<file path="config.mk">
export PLATFORM = sky130hd
export DESIGN_NAME = memwb_pipe
export DESIGN_NICKNAME = d
export VERILOG_FILES = /design/src/rtl/memwb_pipe_pkg.sv /design/src/rtl/memwb_pipe_load_ext.sv /design/src/rtl/memwb_pipe.sv
export SDC_FILE = /design/constraint.sdc
export NUM_CORES = 1
export LEC_CHECK = 0
export ABC_CLOCK_PERIOD_IN_PS = 4350
export CAP_MARGIN = 30
export CELL_PAD_IN_SITES_DETAIL_PLACEMENT = 2
export CELL_PAD_IN_SITES_GLOBAL_PLACEMENT = 2
export CORE_ASPECT_RATIO = 1.75
export CORE_MARGIN = 10
export CORE_UTILIZATION = 31
export CTS_CLUSTER_SIZE = 8
export DETAILED_ROUTE_END_ITERATION = 7
export PLACE_DENSITY = 0.83
export SLEW_MARGIN = 30
export SYNTH_ARGS = -nofsm -noshare
export SYNTH_HDL_FRONTEND = slang
export SYNTH_SLANG_ARGS = --single-unit
</file>
<file path="constraint.sdc">
create_clock -name clk -period 4.35 [get_ports clk]
set_clock_uncertainty 0.05 [all_clocks]
set_input_delay 0.87 -clock clk [delete_from_list [all_inputs] [get_ports clk]]
set_output_delay 0.87 -clock clk [all_outputs]
set_load 0.02 [all_outputs]
</file>
<file path="src/rtl/memwb_pipe_pkg.sv">
// Shared core definitions for the MEM/WB boundary: RISC-V load funct3 codes
// and the byte-select width helper.
package memwb_pipe_pkg;

  localparam logic [2:0] LT_LB  = 3'b000;
  localparam logic [2:0] LT_LH  = 3'b001;
  localparam logic [2:0] LT_LW  = 3'b010;
  localparam logic [2:0] LT_LD  = 3'b011;
  localparam logic [2:0] LT_LBU = 3'b100;
  localparam logic [2:0] LT_LHU = 3'b101;
  localparam logic [2:0] LT_LWU = 3'b110;

  function automatic int bsel_w(input int xlen);
    return $clog2(xlen / 8);
  endfunction

endpackage

</file>
<file path="src/rtl/memwb_pipe_load_ext.sv">
// Combinational load extraction: picks byte/half/word out of the raw memory
// word at byte_sel and sign- or zero-extends it according to funct3.
module load_ext
  import memwb_pipe_pkg::*;
#(
  parameter int XLEN = 32,
  parameter int BSW  = bsel_w(XLEN)
) (
  input  logic [XLEN-1:0] data,
  input  logic [BSW-1:0]  byte_sel,
  input  logic [2:0]      load_type,
  output logic [XLEN-1:0] ext
);

  logic [7:0]  b;
  logic [15:0] h;
  logic [31:0] w;

  // Halfword and word offsets ignore the low select bits (natural alignment).
  always_comb begin
    b = data[8 * int'(byte_sel) +: 8];
    h = data[16 * int'(byte_sel >> 1) +: 16];
    w = data[32 * int'(byte_sel >> 2) +: 32];
  end

  always_comb begin
    ext = data;
    case (load_type)
      LT_LB:   ext = XLEN'($signed(b));
      LT_LH:   ext = XLEN'($signed(h));
      LT_LW:   ext = XLEN'($signed(w));
      LT_LBU:  ext = XLEN'(b);
      LT_LHU:  ext = XLEN'(h);
      LT_LWU:  ext = (XLEN == 64) ? XLEN'(w) : data;
      default: ext = data;
    endcase
  end

endmodule

</file>
<file path="src/rtl/memwb_pipe.sv">
// MEM/WB pipeline register with a two-entry skid buffer so ready_m never
// depends combinationally on ready_w.
module memwb_pipe
  import memwb_pipe_pkg::*;
#(
  parameter int XLEN = 32,
  parameter int RD_W = 5,
  parameter int RW_W = 3
) (
  input  logic                    clk,
  input  logic                    rst,
  input  logic                    flush,
  input  logic                    valid_m,
  output logic                    ready_m,
  input  logic [XLEN-1:0]         alu_out_m,
  input  logic [XLEN-1:0]         ram_data_m,
  input  logic [XLEN-1:0]         result_m,
  input  logic [RD_W-1:0]         rd_m,
  input  logic [RW_W-1:0]         reg_write_m,
  input  logic                    mem_to_reg_m,
  input  logic [2:0]              load_type_m,
  output logic                    valid_w,
  input  logic                    ready_w,
  output logic [XLEN-1:0]         result_w,
  output logic [XLEN-1:0]         load_data_w,
  output logic [RD_W-1:0]         rd_w,
  output logic [RW_W-1:0]         reg_write_w,
  output logic                    mem_to_reg_w,
  output logic [bsel_w(XLEN)-1:0] byte_sel_w
);

  localparam int BSW = bsel_w(XLEN);

  typedef struct packed {
    logic [XLEN-1:0] result;
    logic [XLEN-1:0] ram_data;
    logic [RD_W-1:0] rd;
    logic [RW_W-1:0] reg_write;
    logic            mem_to_reg;
    logic [2:0]      load_type;
    logic [BSW-1:0]  byte_sel;
  } entry_t;

  entry_t main_q, skid_q, entry_in;
  logic   main_valid, skid_valid;
  logic   in_fire, out_fire;
  logic   unused_alu;

  assign unused_alu = ^alu_out_m[XLEN-1:BSW];

  assign entry_in = '{result:     result_m,
                      ram_data:   ram_data_m,
                      rd:         rd_m,
                      reg_write:  reg_write_m,
                      mem_to_reg: mem_to_reg_m,
                      load_type:  load_type_m,
                      byte_sel:   alu_out_m[BSW-1:0]};

  assign ready_m  = ~skid_valid;
  assign valid_w  = main_valid;
  assign in_fire  = valid_m & ready_m;
  assign out_fire = valid_w & ready_w;

  // While skid is full ready_m is low, so no input can arrive in that branch.
  always_ff @(posedge clk) begin
    if (rst || flush) begin
      main_valid <= 1'b0;
      skid_valid <= 1'b0;
      main_q     <= '0;
      skid_q     <= '0;
    end else if (skid_valid) begin
      if (out_fire) begin
        main_q     <= skid_q;
        skid_valid <= 1'b0;
      end
    end else if (in_fire) begin
      if (!main_valid || out_fire) begin
        main_q     <= entry_in;
        main_valid <= 1'b1;
      end else begin
        skid_q     <= entry_in;
        skid_valid <= 1'b1;
      end
    end else if (out_fire) begin
      main_valid <= 1'b0;
    end
  end

  assign result_w     = main_q.result;
  assign rd_w         = main_q.rd;
  assign reg_write_w  = main_valid ? main_q.reg_write : '0;
  assign mem_to_reg_w = main_q.mem_to_reg;
  assign byte_sel_w   = main_q.byte_sel;

  load_ext #(.XLEN(XLEN), .BSW(BSW)) u_load_ext (
    .data      (main_q.ram_data),
    .byte_sel  (main_q.byte_sel),
    .load_type (main_q.load_type),
    .ext       (load_data_w)
  );

endmodule

</file>
==> results of run 1 <==
cells in the mapped netlist (8+ instances only):
library cell,number
nand2_1,200
a21oi_1,160
dfxtp_1,158
mux2i_1,79
a211oi_1,65
clkbuf_1,46
buf_4,44
buf_2,29
a211oi_2,20
inv_1,10
nor2_1,8
nor3_1,8
cell type report:
type / instances / area share (%)
Multi-Input combinational cell: 596 / 37.9
Sequential cell: 158 / 33.1
Clock inverter: 15 / 1.94
Tap cell: 308 / 4.03
Clock buffer: 17 / 4.45
Timing Repair Buffer: 170 / 18.1
Antenna cell: 3 / 0.0785
Inverter: 10 / 0.393
critical path, cell delays in order (launching register included):
cell and delay, ns:
dfxtp_1 0.74, nand2b_1 0.42, a211oi_1 0.18, a2111oi_0 0.67, clkdlybuf4s50_1 0.73
sequential cells by signal, summed over array words and instances (netlist names):
name	count
skid_q	78
main_q	38
result_w	32
rd_w	5
byte_sel_w	2
mem_to_reg_w	1
skid_valid	1
valid_w	1
layer usage:
layer / vias to the layer above / global-route usage [%] / part of all wire, %
met2: 113 / 33.9 / 56
li1: 3190 / - / -
met5: - / 0 / 0.085
met1: 3397 / 17.3 / 37
met4: 4 / 6.28 / 1.9
met3: 29 / 5.04 / 4.5
final timing paths:
path	from	end
setup / recovery	main_q[2]	load_data_w[1]
hold / removal	skid_q[49]	skid_q[49]
setup reg to reg	skid_valid	result_w[4]
hold reg to reg	skid_q[49]	skid_q[49]
report_power, final:
part	switching (mW)	total, mW	internal [mW]	leakage (nW)
clock network	0.689	1.60	0.909	0.279
registers	0.0417	1.52	1.48	1.28
logic	0.251	0.466	0.216	1.52
total	0.981	3.59	2.61	3.08
cells by family (layout without fill, tap and decap cells):
family | Yosys count | count (layout) | synth area share [%]
AO/OA/AOI/OAI | 259 | 259 | 22.1
AND/OR/NAND/NOR | 255 | 255 | 14.7
flip-flops | 158 | 158 | 42.3
buffers and inverters | 133 | 212 | 9.69
multiplexers | 82 | 82 | 11.2
other | 0 | 3 | 0
==> metrics.md, run 1 <==
| Metric | Value |
|---|---|
| Clock buffer depth | `2` |
| Synthesis-to-layout area growth | `27.8%` |
| Commonest non-fill, non-tap cells in the layout | `nand2_1 (200), a21oi_1 (160), clkdlybuf4s50_1 (159)` |
| Flop2flop setup slack | `between 1.5 and 2 ns` |
| # rows | `75` |
| Final setup fails | `0` |
| Initial antenna violation count | `5` |
| Starting Density | `between 30% and 40%` |
| P_leak | `about 3 nW` |
| Area fraction of the dominant cell type after synthesis | `a little over two fifths` |
| Fmax | `around 240 MHz` |
| Utilization after layout | `roughly two fifths` |
| Die Width | `approximately 140 µm` |
| Final hold violation count | `0` |
| Slew Limit Fails | `0` |
| Tot GR Track Use | `between 10% and 20%` |
| Final setup margin | `0.236 ns` |
| Crit path DAT | `3.19 ns` |
| Worst reg-to-reg path cell count | `4` |
| Iter 0 DRT Violations | `~200` |
| Post-CTS setup buffers | `0` |
| Crit share post-route | `between 90% and 100%` |
| Worst Tran Pin Value | `between 0.8 and 0.9 ns` |
| Via density | `roughly 5.3` |
| FFs w/ async S/R, synth | `0%` |
| Design Area, Final | `between 0.009 and 0.01 mm²` |
| Final nets | `1066` |
| Peak supply drop | `slightly above 0.0002 V` |
| Root Buffer | `clkbuf_16` |
| RSZ-0062 raised after global routing | `false` |
| Worst hold path type | `flip-flop to flip-flop` |
| PortBufs | `around 160` |
| Avg Cell Area, Syn | `about 8.4 µm²` |
| Post-placement cell count | `between 1000 and 1500` |
| Most common cell after layout, fill and taps aside | `nand2_1` |
| Vias in the first global route | `~7600` |
| Synth Register Bits | `approximately 160` |
| Final Wtd Congestion | `approximately 0.82` |
| Grt ovf | `0` |
| Count of flip-flops with a built-in enable after synthesis | `0` |
| Core area | `between 0.02 and 0.025 mm²` |
| Net Count, Synth | `1000` |
| Post_cts resized | `0` |
| Placed cell area | `0.00894 mm²` |
| Mean routed wirelength per cell | `approximately 21 µm` |
| Clock transition at the registers of the reported paths | `around 0.070 ns` |
| MaxCap Viol Count | `0` |
| Die ar. | `between 0.03 and 0.04 mm²` |
| Number of distinct library cells after synthesis | `34` |
| Min cycle time layout | `between 4 and 5 ns` |
| Layout cell share with drive strength beyond 1 | `under 10%` |
| Dpl hpwl | `about 18000 µm` |
| Worst setup SP type | `flip-flop` |
| PwrDens | `between 300 and 400 mW/mm²` |
| Via count | `about 6700` |
| Register area | `between 0.003 and 0.004 mm²` |
| Fill count | `2661` |
| Sequential fraction of the synthesis area | `between 40% and 50%` |
| First-pass GRT wire length | `about 43000 µm` |
| Syn Inst Count | `~890` |
| Final hold slack | `0.408 ns` |
| Req. time, crit path | `around 3.4 ns` |
| Antenna Nets Post-Route | `0` |
| Largest net degree at the start of global routing | `~80` |
| Hold Path Depth | `2` |
| Final TNS setup | `0 ns` |
| Io pins | `190` |
| Depth of the CTS H-tree | `4` |
| Syn. warnings | `0` |
| CTS tree | `done` |
| # hold bufs at CTS | `0` |
| Slew headroom | `roughly two fifths` |
| Synthesized cell area | `0.00748 mm²` |
| Clock sink total | `roughly 160` |
| Post-route DRC | `0` |
| Crit-path max FO | `22` |
| CP endpoint kind | `primary output` |
| Drt first pass iters | `4` |
| Post-synth top area cell | `dfxtp_1` |
| Die span in y | `approximately 230 µm` |
| Worst slack at placement | `between 0.8 and 0.9 ns` |
| Non-filler cells in the finished layout | `about 1300` |
| Worst-Skew Late Latency | `0.46 ns` |
| Top_reg_cell synth | `dfxtp_1` |
| Outcome | `complete, no violations` |
| Top cells by area, synth | `dfxtp_1 (42%), a21oi_1 (11%), mux2i_1 (11%)` |
| Num CTS Buffers | `17` |
| Multi-input gate area | `around 0.0036 mm²` |
| DRT Wirelength | `27200 µm` |
| Crit Path Category | `flip-flop to primary output` |
| Power Total | `roughly 3.6 mW` |
(Power assumes the default switching activity.)
==> run 2: changes to the inputs <==
--- a/config.mk
+++ b/config.mk
@@ -12,6 +12,7 @@
 export CORE_ASPECT_RATIO = 1.75
 export CORE_MARGIN = 10
 export CORE_UTILIZATION = 31
+export CTS_CLUSTER_DIAMETER = 150
 export CTS_CLUSTER_SIZE = 8
 export DETAILED_ROUTE_END_ITERATION = 7
 export PLACE_DENSITY = 0.83
==> constraint.sdc (replaced) <==
create_clock -name clk -period 4.35 [get_ports clk]
set_clock_uncertainty 0.05 [all_clocks]
set_input_delay 0.6525 -clock clk [delete_from_list [all_inputs] [get_ports clk]]
set_output_delay 0.6525 -clock clk [all_outputs]
set_load 0.02 [all_outputs]
==> run 2 against run 1 <==
Clock power fell by 10%. Largest cell class unchanged. Register-to-register slack got worse by 0.06 ns. Via count fell by 0.28%. Non-clock buffer count rose by 2. Maximum frequency rose by 11%. Critical path type unchanged. Design area fell by 0.71%. Power fell by 4.4%. Global-route usage rose by 0.21 points. Die area did not move. Cell count rose by 0.23%.
==> metrics.md, run 2 (synthesis gave the netlist of run 1 again) <==
| Metric | Value |
|---|---|
| Clock transition at the registers of the reported paths | `0.06 ns (about the same)` |
| Vias in the first global route | `7552 (-1.2%)` |
| PortBufs | `159 (unchanged)` |
| Biggest register | `skid_q` |
| Grt ovf | `0 (unchanged)` |
| Via count | `6714 (-0.28%)` |
| Final TNS setup | `0 ns (unchanged)` |
| Internal power | `2.50 mW (-4.1%)` |
| Psw | `0.929 mW (-5.3%)` |
| Synthesis-to-layout area growth | `26.9%` |
| RSZ-0062 raised after global routing | `false` |
| Final hold violation count | `0 (unchanged)` |
| Starting Density | `31.4% (unchanged)` |
| Io pins | `190 (unchanged)` |
| Depth of the CTS H-tree | `4 (unchanged)` |
| Root Buffer | `clkbuf_16` |
| Peak supply drop | `0.000231 V (+15%)` |
| Post-CTS setup buffers | `0 (unchanged)` |
| Final nets | `1068 (+0.19%)` |
| Post-route DRC | `0 (unchanged)` |
| Die span in y | `225 µm (unchanged)` |
| Die ar. | `0.0310 mm² (unchanged)` |
| Outcome | `complete, no violations` |
| Crit share post-route | `85.1% (-9.4 points)` |
| Min cycle time layout | `3.70 ns (-0.410 ns)` |
| Drt first pass iters | `4 (unchanged)` |
| Dpl hpwl | `18400 µm (+3.6%)` |
| Clock power frac | `42.0% (-2.5 points)` |
| Die Width | `137 µm (unchanged)` |
| Crit Path Category | `flip-flop to primary output` |
| Post-placement cell count | `1244 (+0.16%)` |
| MaxCap Viol Count | `0 (unchanged)` |
| Most common cell after layout, fill and taps aside | `nand2_1` |
| Post_cts resized | `0 (unchanged)` |
| # hold bufs at CTS | `0 (unchanged)` |
| Seq pwr share | `44.5% (+2.0 points)` |
| First-pass GRT wire length | `42900 µm (+0.24%)` |
| # rows | `75 (unchanged)` |
| Final Wtd Congestion | `0.824 (+0.97%)` |
| Worst Tran Pin Value | `0.833 ns (-0.0507 ns)` |
| CTS tree | `done` |
| Largest net degree at the start of global routing | `60 (-24%)` |
| Initial antenna violation count | `5 (unchanged)` |
| Clock buffer depth | `2 (unchanged)` |
| Worst setup SP type | `flip-flop` |
| Iter 0 DRT Violations | `239 (+19%)` |
| Slew headroom | `44.5% (+3.4 points)` |
| Worst-Skew Late Latency | `0.45 ns (about the same)` |
| Slew Limit Fails | `0 (unchanged)` |
| Crit-path max FO | `22 (unchanged)` |
| Crit path DAT | `3.00 ns (-0.19 ns)` |
| DRT Wirelength | `27300 µm (+0.72%)` |
| Antenna Nets Post-Route | `0 (unchanged)` |
| Max FFs per register | `78 (unchanged)` |
| Fill count | `2694 (+1.2%)` |
| Fmax | `270 MHz (+11%)` |
| CP endpoint kind | `primary output` |
| Sw Share | `27.1% (-0.25 points)` |
| Mean routed wirelength per cell | `21.4 µm (+0.49%)` |
| Commonest non-fill, non-tap cells in the layout | `nand2_1 (200), a21oi_1 (160), clkdlybuf4s50_1 (159)` |
| P_leak | `3.08 nW (about the same)` |
| Final setup fails | `0 (unchanged)` |
| Layout cell share with drive strength beyond 1 | `7.85% (+0.087 points)` |
| Utilization after layout | `39.8% (-0.28 points)` |
| Req. time, crit path | `3.65 ns (+0.22 ns)` |
| Comb power frac | `13.5% (+0.5 points)` |
| Clock sink total | `158 (unchanged)` |
| Tot GR Track Use | `18.0% (+0.21 points)` |
| Num CTS Buffers | `17 (unchanged)` |
| PwrDens | `361 mW/mm² (-3.7%)` |
| Core area | `0.0238 mm² (unchanged)` |
| Non-filler cells in the finished layout | `1280 (+0.23%)` |
| Worst hold path type | `flip-flop to flip-flop` |
| Via density | `5.25 (-0.52%)` |
run 2: cell types whose count changed in the layout (fill, tap and decap cells not counted), moves of 2 or more:
cell and change:
buf_12 -2, buf_4 +5, bufinv_16 -3, clkbuf_8 +5, clkinv_2 +5, clkinvlp_4 -5
inv_6 -2
run 2: power groups by stage:
| stage | Combinational, mW | Sequential, mW | Clock [mW] |
|---|---|---|---|
| after CTS | 0.473 | 1.52 | 1.49 |
| after detailed placement | 0.470 | 1.56 | 0 |
| after floorplan | 0.271 | 1.54 | 0 |
| after global placement | 0.460 | 1.55 | 0 |
| after global routing | 0.506 | 1.53 | 1.54 |
| final | 0.464 | 1.52 | 1.44 |
run 2: layout make-up:
class	instances	area (µm²)	share of cell area [%]
Antenna cell	4	10.0	0.105
Clock buffer	23	498	5.25
Clock inverter	9	56.3	0.593
Inverter	10	37.5	0.396
Multi-Input combinational cell	596	3620	38.2
Sequential cell	158	3170	33.4
Tap cell	308	385	4.06
Timing Repair Buffer	172	1710	18.1
run 2: per-stage QoR:
step	total power [mW]	hold slack (ns)	instance area (µm²)	setup slack, ns
2_1_floorplan	1.81	0.386	7480	1.63
3_3_place_gp	2.01	0.390	8930	1.20
3_5_place_dp	2.03	0.402	8930	1.16
4_1_cts	3.48	0.411	9480	0.635
5_1_grt	3.58	0.427	9490	0.318
6_report	3.43	0.408	9490	0.646
run 2: path summary, 6_finish.rpt:
kind	startpoint	end	slack, ns	depth (start not counted)
setup reg to reg	skid_valid	result_w[9]	1.72	4
hold / removal	skid_q[27]	skid_q[27]	0.41	2
setup / recovery	main_q[2]	load_data_w[0]	0.65	4
hold reg to reg	skid_q[27]	skid_q[27]	0.41	2
run 2: routing by layer:
metal	GRT usage (%)	up-vias	routed length [µm]
met5	0	-	12
met4	8.23	2	841
met3	5.16	38	1240
met2	32.9	120	15000
met1	18.0	3348	10200
li1	-	3206	-
run 2: worst max-delay path, cell delays in order, from the launching register on:
cell and delay [ns]:
dfxtp_1 0.75, nand2b_1 0.40, a211oi_1 0.13, a2111oi_0 0.55
clkdlybuf4s50_1 0.72
==> run 3: changes to the inputs <==
--- a/config.mk
+++ b/config.mk
@@ -7,7 +7,7 @@
 export LEC_CHECK = 0
 export ABC_CLOCK_PERIOD_IN_PS = 4350
 export CAP_MARGIN = 30
-export CELL_PAD_IN_SITES_DETAIL_PLACEMENT = 2
+export CELL_PAD_IN_SITES_DETAIL_PLACEMENT = 1
 export CELL_PAD_IN_SITES_GLOBAL_PLACEMENT = 2
 export CORE_ASPECT_RATIO = 1.75
 export CORE_MARGIN = 10
==> run 3 against run 2 <==
Core utilization is 0.33 points higher. Non-clock buffer count stayed put. Sequential power hardly changed. Combinational power is 1% lower. Design area is 0.83% higher. Setup slack better by 0.049 ns. Sequential cell count stayed put. Routed wire length is 7.9% lower. Sequential share of layout area is 0.27 points lower. Power is 5.8% higher. Largest power group is now clock.
==> metrics.md, run 3 (synthesis gave the netlist of run 1 again) <==
| Metric | Value |
|---|---|
| Power Total | `3.63 mW (+5.8%)` |
| # rows | `75 (unchanged)` |
| Post_cts resized | `0 (unchanged)` |
| Final setup margin | `0.695 ns (+0.0488 ns)` |
| PwrDens | `379 mW/mm² (+5.0%)` |
| Fmax | `274 MHz (+1.3%)` |
| MaxCap Viol Count | `0 (unchanged)` |
| Commonest non-fill, non-tap cells in the layout | `nand2_1 (200), a21oi_1 (160), clkdlybuf4s50_1 (159)` |
| Most common cell after layout, fill and taps aside | `nand2_1` |
| Antenna Nets Post-Route | `0 (unchanged)` |
| Iter 0 DRT Violations | `279 (+17%)` |
| Req. time, crit path | `3.65 ns (about the same)` |
| CP endpoint kind | `primary output` |
| Post-route DRC | `0 (unchanged)` |
| Final nets | `1068 (unchanged)` |
| Worst-Skew Late Latency | `0.44 ns (about the same)` |
| Clock buffer depth | `2 (unchanged)` |
| Crit share post-route | `84.0% (-1.1 points)` |
| Final setup fails | `0 (unchanged)` |
| DRT Wirelength | `25200 µm (-7.9%)` |
| Post-CTS setup buffers | `0 (unchanged)` |
| Max FFs per register | `78 (unchanged)` |
| Final hold violation count | `0 (unchanged)` |
| Worst hold path type | `flip-flop to flip-flop` |
| Die span in y | `225 µm (unchanged)` |
| Worst slack at placement | `1.16 ns (+0.00199 ns)` |
| Core area | `0.0238 mm² (unchanged)` |
| CTS tree | `done` |
| PortBufs | `159 (unchanged)` |
| Crit Path Category | `flip-flop to primary output` |
| Worst Tran Pin Value | `0.821 ns (-0.0120 ns)` |
| Tot GR Track Use | `16.5% (-1.4 points)` |
| Non-filler cells in the finished layout | `1277 (-0.23%)` |
| RSZ-0062 raised after global routing | `false` |
| Design Area, Final | `0.00957 mm² (+0.83%)` |
| Slew Limit Fails | `0 (unchanged)` |
| Biggest register | `skid_q` |
| Die ar. | `0.0310 mm² (unchanged)` |
| Dpl hpwl | `16900 µm (-8.1%)` |
| Starting Density | `31.4% (unchanged)` |
| Crit path DAT | `2.95 ns (-0.05 ns)` |
| Slew headroom | `45.3% (+0.80 points)` |
| Clock transition at the registers of the reported paths | `0.06 ns (about the same)` |
| Layout cell share with drive strength beyond 1 | `7.85% (unchanged)` |
| First-pass GRT wire length | `39500 µm (-8.0%)` |
| P_leak | `3.13 nW (+1.4%)` |
| Grt ovf | `0 (unchanged)` |
| Crit path buf inv count | `1 (unchanged)` |
| Vias in the first global route | `6946 (-8.0%)` |
| Mean routed wirelength per cell | `19.7 µm (-7.7%)` |
| Min cycle time layout | `3.66 ns (-0.0488 ns)` |
| CP max-delay cell | `dfxtp_1` |
| Worst setup SP type | `flip-flop` |
| Via density | `5.10 (-2.8%)` |
| Initial antenna violation count | `2 (-3)` |
| Final TNS setup | `0 ns (unchanged)` |
| Root Buffer | `clkbuf_16` |
| Placed cell area | `0.00893 mm² (unchanged)` |
| Outcome | `complete, no violations` |
| Depth of the CTS H-tree | `4 (unchanged)` |
| Worst path top cell family by delay | `flip-flops` |
| # hold bufs at CTS | `0 (unchanged)` |
| Post-placement cell count | `1244 (unchanged)` |
| Largest net degree at the start of global routing | `60 (unchanged)` |
| Crit-path max FO | `22 (unchanged)` |
| Synthesis-to-layout area growth | `28.0%` |
| Num CTS Buffers | `17 (unchanged)` |
| Peak supply drop | `0.000233 V (+0.89%)` |
| Final Wtd Congestion | `0.824 (unchanged)` |
| Drt first pass iters | `4 (unchanged)` |
| Die Width | `137 µm (unchanged)` |
| Via count | `6508 (-3.1%)` |
| CP Cell Sequence | `nand2b_1 -> a211oi_1 -> a2111oi_0 -> clkdlybuf4s50_1` |
| Io pins | `190 (unchanged)` |
| Clock sink total | `158 (unchanged)` |
| CP max stage delay | `0.74 ns (about the same)` |
==> run 3: cell types whose count changed in the layout (fill, tap and decap cells not counted) <==
cell	previous run	this run
clkbuf_8	5	2
clkbuf_16	17	18
clkinv_4	1	0
inv_4	1	0
clkinvlp_4	1	0
diode_2	4	1
bufinv_16	0	4
clkinv_2	5	6
==> run 3: tightest hold or removal path: stages, from the launching register on <==
cell and delay, ns:
dfxtp_1 0.31, nand2_1 0.05, a21oi_1 0.05
==> run 3: path summary, 6_finish.rpt <==
kind	start	slack [ns]	endpoint	cells past startpoint
worst max register to register	skid_valid	1.73	result_w[0]	4
worst max-delay path	main_q[2]	0.69	load_data_w[1]	4
worst min-delay path	skid_q[65]	0.41	skid_q[65]	2
worst min register to register	skid_q[65]	0.41	skid_q[65]	2
==> run 3: final cells by class <==
cell class                 instances  area [µm²]
antenna                            1        2.50
clock buffer                      21         482
clock inverter                    11         159
fill                            2792       14300
inverter                          10        37.5
multi-input combinational        596        3620
sequential                       158        3170
tap                              308         385
timing repair buffer             172        1710
==> run 3: power breakdown <==
part	switching [mW]	internal, mW	total [mW]
Clock	0.629	1.02	1.65
Combinational	0.244	0.214	0.458
Sequential	0.0392	1.48	1.52
Total	0.912	2.72	3.63
==> run 3: routing by layer <==
metal / share of wire, % / up-vias / track usage, %
met3: 4.6 / 22 / 4.53
met1: 39 / 3190 / 17.1
met5: 0.052 / - / 0
met4: 1.4 / 2 / 5.43
met2: 55 / 102 / 30.8
li1: - / 3192 / -
==> run 3: metrics by stage <==
step | utilization [%] | hold slack, ns
2_1_floorplan | - | 0.386
3_5_place_dp | 37.4 | 0.398
5_1_grt | 40.1 | 0.421
4_1_cts | 40.1 | 0.407
6_report | 40.1 | 0.405
3_3_place_gp | 37.4 | 0.390
==> variant (config.mk and constraints of run 3) <==
Change the parameter `RD_W` from 5 to 10.
--- a/src/rtl/memwb_pipe.sv
+++ b/src/rtl/memwb_pipe.sv
@@ -6,3 +6,3 @@
   parameter int XLEN = 32,
-  parameter int RD_W = 5,
+  parameter int RD_W = 10,
   parameter int RW_W = 3
Interface: changed (resized rd_m and rd_w); port bits go from 190 to 200. The function was not compared with the original's and may differ.
==> variant against run 3 <==
Sequential cell count increased by 10. Maximum frequency increased by 0.65%. Synthesized cell count increased by 2.8%. Worst setup slack improved by 23 ps. Global-route usage decreased by 0.82 points. Register-to-register slack got worse by 210 ps. Synthesized area increased by 9.2%. Routed wire length increased by 4.8%. Die area increased by 8.1%. Total power increased by 1.0%. Final area increased by 7.2%.
==> variant: results (changes against run 3) <==
| Metric | Value |
|---|---|
| Reg2Reg Setup Slack | `1520 ps (was 1730 ps)` |
| Post-synth EDFFs | `0 (unchanged)` |
| Place WS | `1097 ps (was 1160 ps)` |
| Ranking of synthesized cells by area | `dfxtp_1, mux2i_1, a211oi_2 (was dfxtp_1, a21oi_1, mux2i_1)` |
| Share of layout cells above drive strength 1 | `0.1229 (was 0.07851)` |
| Ys flop type | `dfxtp_1 (unchanged)` |
| Final WL | `26.39 mm (was 25.18 mm)` |
| Hold Path Sink | `skid_q[46] (was skid_q[65])` |
| Status | `finished clean (unchanged)` |
| Synth warn | `0 (unchanged)` |
| R2r endpoint | `result_w[1] (was result_w[0])` |
| Syn nets | `1030 (was 1000)` |
| Tcrit/Tclk final | `0.8349 (was 0.8403)` |
| Reg clk slew, reported paths | `60 ps (about the same)` |
| Synth Area in Compound Gates | `0.2641 (was 0.2205)` |
| Origin of the worst setup path | `byte_sel_w[0] (was main_q[2])` |
| Leakage power | `3.150 nW (was 3.127 nW)` |
| Routed vias/inst | `5.186 (was 5.096)` |
| Max FO, Critical Path | `24 (was 22)` |
| Final HPWL DP | `17.43 mm (was 16.93 mm)` |
| TritonRoute pass-1 iters | `4 (unchanged)` |
| Pin count of the biggest net entering global routing | `91 (was 60)` |
| Post-synthesis mux area share | `0.1164 (was 0.1123)` |
| Vias in the first global route | `7179 (was 6946)` |
| CTS H-tree depth | `4 (unchanged)` |
| RR Startpoint | `skid_valid (unchanged)` |
| Arrival time at the worst endpoint | `2930 ps (was 2950 ps)` |
| Hold Path Depth | `2 (unchanged)` |
| Num CTS Buffers | `17 (unchanged)` |
| Worst skew pair latency | `440 ps (about the same)` |
| Worst vdd ir | `0.2396 mV (was 0.2332 mV)` |
| Routability congestion estimate from global placement | `0.7815 (was 0.8241)` |
| Initial antenna violation count | `2 (unchanged)` |
| Number of gates resized after CTS | `0 (unchanged)` |
| Post-synthesis xor/xnor area fraction | `0 (unchanged)` |
| Number of library cell types mapped by synthesis | `34 (unchanged)` |
| Asr flop ratio synth | `0 (unchanged)` |
| Max_slew headroom | `0.4206 (was 0.4526)` |
| Top reg by flops | `skid_q (unchanged)` |
| Seq/Total Area, Yosys | `0.4121 (was 0.4230)` |
| IO buf count | `169 (was 159)` |
| Clock root buffer | `clkbuf_16 (unchanged)` |
| First-pass GRT wire length | `41.38 mm (was 39.45 mm)` |
| Hold_ws | `404.0 ps (was 405.3 ps)` |
| Reg2reg path depth | `4 (unchanged)` |
| Commonest cells in the synthesized netlist | `nand2_1, a21oi_1, dfxtp_1 (unchanged)` |
| Worst Hold Launch | `skid_q[46] (was skid_q[65])` |
| Global-route total usage across every layer | `0.1572 (was 0.1654)` |
| Iter 0 DRT Violations | `248 (was 279)` |
| Clk buf depth | `2 (unchanged)` |
| Worst setup path end | `load_data_w[11] (was load_data_w[1])` |
| Hold WC Path Type | `flip-flop to flip-flop (unchanged)` |
| Max reg flops | `83 (was 78)` |
| Final nets | `1100 (was 1068)` |
| Setup bufs post-CTS | `0 (unchanged)` |
-- variant: cell types whose count changed in the layout (fill, tap and decap cells not counted), moves of 10 or more --
cell,before,now
nor2b_1,4,25
mux2i_1,79,90
nand2_1,200,177
a211oi_2,20,70
dfxtp_1,157,167
a211oi_1,65,13
clkdlybuf4s50_1,159,169
-- variant: kinds of logic after synthesis --
group | after synthesis
DFF | 168
buffers and inverters | 136
and+or+nand+nor | 214
AOI/OAI and AO/OA | 301
muxes | 93
-- variant: power by group --
part           switching [W]  total (W)  internal [W]  leakage, nW
clock network       0.000630    0.00151      0.000881        0.274
logic               0.000296   0.000544      0.000248         1.51
registers          0.0000358    0.00161       0.00158         1.37
-- variant: area by class of cell --
cell class	count	area [µm²]
Clock buffer	22	474.2
Fill cell	2952	15700
Timing Repair Buffer	182	1852
Multi-Input combinational cell	608	4045
Sequential cell	168	3367
Clock inverter	8	97.59
Inverter	5	18.77
Tap cell	320	400.4
Antenna cell	2	5.005
-- variant: routing by layer --
layer / vias to the layer above / wire length (µm) / GRT usage
met5: - / 0 / 0
met4: 0 / 409 / 0.05166
met3: 22 / 1405 / 0.04843
met2: 133 / 13900 / 0.2802
met1: 3358 / 10670 / 0.1708
li1: 3306 / - / -
-- variant: through the flow --
| stage | instance area, µm² | instances |
|---|---|---|
| after CTS | 10250 | 1313 |
| final | 10260 | 1315 |
| after global routing | 10260 | 1314 |
| after floorplan | 8162 | 912 |
| after global placement | 9663 | 1282 |
| after detailed placement | 9683 | 1283 |
-- variant: worst max-delay path: stages, from the launching register on --
cell and delay (ps):
dfxtp_1 430, mux4_2 540, nand2_1 610, o211ai_1 280
clkdlybuf4s50_1 630
